**config.mk**
```make
export PLATFORM = sky130hd
export DESIGN_NAME = return_stack
export DESIGN_NICKNAME = d
export VERILOG_FILES = /design/src/rtl/stack_pkg.sv /design/src/rtl/stack_regfile.sv /design/src/rtl/return_stack.sv
export SDC_FILE = /design/constraint.sdc
export NUM_CORES = 1
export LEC_CHECK = 0
export ABC_AREA = 0
export ABC_CLOCK_PERIOD_IN_PS = 7500
export CAP_MARGIN = 20
export CORE_AREA = 5 5 105 87
export CTS_CLUSTER_SIZE = 14
export DETAILED_ROUTE_END_ITERATION = 7
export DIE_AREA = 0 0 110 92
export PLACE_DENSITY = 0.85
export REMOVE_ABC_BUFFERS = 1
export SYNTH_ARGS = -nofsm -noshare
export SYNTH_HDL_FRONTEND = slang
export SYNTH_SLANG_ARGS = --single-unit
```
**constraint.sdc**
```tcl
create_clock -name clk -period 7.5 [get_ports clk]
set_input_delay 2.25 -clock clk [delete_from_list [all_inputs] [get_ports clk]]
set_output_delay 2.25 -clock clk [all_outputs]
set_load 0.01 [all_outputs]
```
**src/rtl/stack_pkg.sv**
```systemverilog
// Shared operation encoding for the return stack controller and its storage.
package stack_pkg;

  typedef enum logic [1:0] {
    OP_NONE    = 2'd0,
    OP_PUSH    = 2'd1,
    OP_POP     = 2'd2,
    OP_REPLACE = 2'd3
  } op_e;

  // True for the ops that write din into storage.
  function automatic logic op_writes(op_e op);
    return (op == OP_PUSH) || (op == OP_REPLACE);
  endfunction

endpackage

```
**src/rtl/stack_regfile.sv**
```systemverilog
// Return stack storage: DEPTH x WIDTH, single write port, async read of the top entry.
module stack_regfile
  import stack_pkg::*;
#(
  parameter int unsigned WIDTH = 12,
  parameter int unsigned DEPTH = 8,
  parameter int unsigned AW    = 3
) (
  input  logic             clk,
  input  op_e              op,
  input  logic [AW-1:0]    push_addr,
  input  logic [AW-1:0]    top_addr,
  input  logic [WIDTH-1:0] wdata,
  output logic [WIDTH-1:0] rdata
);

  logic [WIDTH-1:0] mem [DEPTH];
  logic [AW-1:0]    waddr;

  // A push lands one above the top; a replace overwrites the top itself.
  assign waddr = (op == OP_PUSH) ? push_addr : top_addr;

  always_ff @(posedge clk) begin
    if (op_writes(op)) begin
      mem[waddr] <= wdata;
    end
  end

  assign rdata = mem[top_addr];

endmodule

```
**src/rtl/return_stack.sv**
```systemverilog
// Hardware return-address stack with sticky overflow/underflow flags.
module return_stack
  import stack_pkg::*;
#(
  parameter int unsigned WIDTH = 12,
  parameter int unsigned DEPTH = 8
) (
  input  logic                       clk,
  input  logic                       rst,
  input  logic                       push,
  input  logic                       pop,
  input  logic                       flush,
  input  logic                       clr_err,
  input  logic [WIDTH-1:0]           din,
  output logic [WIDTH-1:0]           dout,
  output logic [$clog2(DEPTH+1)-1:0] count,
  output logic                       empty,
  output logic                       full,
  output logic                       overflow,
  output logic                       underflow
);

  localparam int unsigned CW = $clog2(DEPTH + 1);
  localparam int unsigned AW = $clog2(DEPTH);
  localparam logic [CW-1:0] DEPTH_C = CW'(DEPTH);

  op_e           op;
  logic [CW-1:0] count_nxt;
  logic          ovf_det;
  logic          unf_det;
  logic [AW-1:0] push_addr;
  logic [AW-1:0] top_addr;
  logic [WIDTH-1:0] rdata;

  // Request decode; flush dominates and never raises an error.
  always_comb begin
    op        = OP_NONE;
    count_nxt = count;
    ovf_det   = 1'b0;
    unf_det   = 1'b0;
    if (flush) begin
      count_nxt = '0;
    end else if (push && pop) begin
      if (count != '0) op = OP_REPLACE;
      else             unf_det = 1'b1;
    end else if (push) begin
      if (count < DEPTH_C) begin
        op        = OP_PUSH;
        count_nxt = count + CW'(1);
      end else begin
        ovf_det = 1'b1;
      end
    end else if (pop) begin
      if (count != '0) begin
        op        = OP_POP;
        count_nxt = count - CW'(1);
      end else begin
        unf_det = 1'b1;
      end
    end
  end

  // Pointer and sticky flags; a same-cycle error beats clr_err.
  always_ff @(posedge clk or posedge rst) begin
    if (rst) begin
      count     <= '0;
      overflow  <= 1'b0;
      underflow <= 1'b0;
    end else begin
      count     <= count_nxt;
      overflow  <= ovf_det | (overflow & ~clr_err);
      underflow <= unf_det | (underflow & ~clr_err);
    end
  end

  assign push_addr = AW'(count);
  assign top_addr  = AW'(count - CW'(1));

  stack_regfile #(
    .WIDTH (WIDTH),
    .DEPTH (DEPTH),
    .AW    (AW)
  ) u_regfile (
    .clk       (clk),
    .op        (op),
    .push_addr (push_addr),
    .top_addr  (top_addr),
    .wdata     (din),
    .rdata     (rdata)
  );

  assign dout  = (count != '0) ? rdata : '0;
  assign empty = (count == '0);
  assign full  = (count == DEPTH_C);

endmodule

```
==> metrics.md <==
| Metric | Value |
|---|---|
| Status | completed |
| Switching portion of total power | 29.16% |
| Rows | 29 |
| CTS resizes | 0 |
| Final Skew | 7.591 ps |
| Unrepaired setup endpoints after global routing | false |
| Initial antenna violation count | 0 |
| Post-layout min period | 5671 ps |
| Clk buf depth | 2 |
| Synth area leaders | edfxtp_1 (67%), mux4_2 (13%), dfrtp_1 (3.5%), nand2_1 (2.1%), a21oi_1 (1.5%) |
| Max Slew Vio Count | 0 |
| Die area | 10,120 um2 |
| Congestion Overflow GR | 0 |
| DIE HEIGHT | 92 um |
| CP top delay family | buffers and inverters |
| P_leak | 1.625 nW |
| Critical-path top delay cell | dfrtp_2 |
| GP Congestion | 0.7240 |
| Post-Syn Area | 4275 um2 |
| Initial DRT Pass Iterations | 4 |
| Critical Path RT | 5250 ps |
| Share of flip-flops with an asynchronous set or reset | 5.882% |
| Top FF cell, synth | edfxtp_1 |
| Worst-margin pin slew | 893.3 ps |
| Fmax | 0.1763 GHz |
| Largest net degree at the start of global routing | 35 |
| Remaining DRCs | 0 |
| CP Capture Type | primary output |
| GRT Total Usage | 17.48% |
| Synth Register Bits | 102 |
| Crit-path cells | inv_1, ha_1, buf_4, mux4_2, nand2_1, a21oi_1, clkdlybuf4s50_1 |
| WL final | 8.138 mm |
| Share of cells above drive strength 1 | 23.26% |
| Post-synth top area cell | edfxtp_1 |
| Slew Limit Headroom | 40.38% |
| First DRT Iteration DRCs | 154 |
| H-tree levels | 3 |
| Sequential share of the synthesized area | 70.94% |
| Min-delay worst type | reg -> reg |
| Core area | 7874 um2 |
| Number of CTS-inserted buffers | 9 |
| Starting density of the core | 54.30% |
| Synth top cells by count | edfxtp_1 (96), mux4_2 (24), nand2_1 (24), a21oi_1 (13), nor2_1 (13) |
| First-pass GRT wire length | 12.84 mm |
| Max-cap violations | 0 |
| Fin crit share | 75.62% |
| Reg power frac | 47.0% |
| Pint | 1.015 mW |
| Net switching power | 0.4176 mW |
| Combinational share of power | 28.5% |
| Cts-stage hold buffer count | 0 |
| Layout Nets | 303 |
| CP Data Arrival Time | 3420 ps |
| WS Path Type | reg -> out |
| Synth Instances | 237 |
| YS warnings | 0 |
| Final setup viols | 0 |
| Detailed-route vias per instance | 5.722 |
| Hpwl dp | 5.149 mm |
| Final Hold Vio Count | 0 |
| Synthesis-to-layout area growth | 17.09% |
| Bufs and invs on worst path | 3 |
| Clock Sinks | 102 |
| Mean Syn Cell Area | 18.04 um2 |
| ANT nets after route | 0 |
| Power Density | 286.1 nW/um2 |
| Number of flops mapped to enable cells by yosys | 96 |
| Clock transition at path regs | 100 ps |
| Die Width | 110 um |
| CTS root buf | clkbuf_8 |
| CTS tree | yes |
| Post-CTS setup buffers | 0 |
| Synth cell types | 40 |
| Most common cell in the netlist | edfxtp_1 |
| Crit start category | register |
| DR vias | 2,266 |
| Crit path max fanout | 20 |
| Worst skew pair latency | 360 ps |
| Synth top area share | 67.43% |
| Clock network power share | 24.5% |
| CP max stage delay | 740 ps |
| IO Pins | 38 |
| Worst vdd ir | 0.1891 mV |
| Fin Setup TNS | 0 ps |
| Pwr Total | 1.432 mW |
| Vias in the first global route | 2,282 |
| # diodes | 0 |
| WL/cell | 20.55 um |
| IO Port Bufs | 37 |
-- sequential cells by signal, indices dropped and copies added (netlist names) --
| signal | cells |
|---|---|
| count | 4 |
| overflow | 1 |
| u_regfile.mem | 96 |
| underflow | 1 |
-- worst register-to-register path: cells and delay by family (launching register included) --
kind	cells	cell delay, ps
DFF	1	740
AOI/OAI and AO/OA	2	860
and+or+nand+nor	2	910
adders and majority gates	1	380
buffers and inverters	2	550
-- power groups by stage --
stage | clock, mW | sequential, mW | combinational, mW
after detailed placement | 0 | 0.695 | 0.396
after global routing | 0.384 | 0.678 | 0.441
after CTS | 0.356 | 0.683 | 0.398
after global placement | 0 | 0.694 | 0.387
after floorplan | 0 | 0.689 | 0.231
final | 0.351 | 0.673 | 0.409
-- metrics by stage --
stage	setup WS, ps	std cells	cell area (um2)	util (%)	hold slack [ps]
6_report	1829	396	5006	63.58	543.3
5_1_grt	1489	396	5006	63.58	596.9
4_1_cts	1329	395	4979	63.23	552.0
3_5_place_dp	1756	379	4775	60.64	531.4
3_3_place_gp	1888	379	4775	60.64	519.9
2_1_floorplan	2047	223	4185	-	559.6
-- per-layer routing --
layer  track usage, %  share of wire (%)  vias to the layer above
li1                 -                  -                     1016
met1            24.99                 43                     1163
met2            25.91                 49                       80
met3            6.531                7.3                        7
met4            3.842               0.79                        0
met5                0                  0                        -
-- kinds of logic after synthesis --
| group | share of synthesized area (%) |
|---|---|
| compound gates | 3.629 |
| fa+ha+maj | 0.5852 |
| mux | 13.46 |
| buf+inv | 2.634 |
| xor+xnor | 1.581 |
| flops | 70.94 |
| simple gates | 7.171 |
-- placed cells by master, fill, tap and decap left out, types with 2 or more instances in the layout --
cell type,Yosys,final
a21oi_1,13,13
buf_4,3,11
clkbuf_8,0,9
clkdlybuf4s50_1,0,37
dfrtp_1,6,5
edfxtp_1,96,96
ha_1,2,2
inv_1,6,6
inv_6,0,2
mux2i_1,2,2
mux4_2,24,24
nand2_1,24,24
nand2b_1,2,2
nand3_1,2,2
nor2_1,13,13
nor3_1,2,2
nor3_2,3,3
o21ai_0,4,4
xnor2_1,3,3
-- path summary, 6_finish.rpt --
| check | cells past startpoint | to | startpoint | slack, ps |
|---|---|---|---|---|
| setup / recovery | 7 | dout[0] | count[0]$_DFFE_PP0P_ | 1830 |
| setup reg to reg | 7 | u_regfile.mem[7][4]$_DFFE_PP_ | count[0]$_DFFE_PP0P_ | 3750 |
| hold / removal | 2 | overflow$_DFF_PP0_ | overflow$_DFF_PP0_ | 540 |
| max in group asynchronous | 2 | count[0]$_DFFE_PP0P_ | rst | 5200 |
| min in group asynchronous | 2 | count[3]$_DFFE_PP0P_ | rst | 2090 |
| hold reg to reg | 2 | overflow$_DFF_PP0_ | overflow$_DFF_PP0_ | 540 |
-- area by class of cell --
| type | count | area, um2 |
|---|---|---|
| Timing Repair Buffer | 49 | 480.5 |
| Multi-Input combinational cell | 115 | 1130 |
| Tap cell | 108 | 135.1 |
| Sequential cell | 102 | 3034 |
| Fill cell | 557 | 2868 |
| Inverter | 6 | 22.52 |
| Clock buffer | 9 | 123.9 |
| Clock inverter | 7 | 80.08 |
Power figures use the tool's default switching activity.
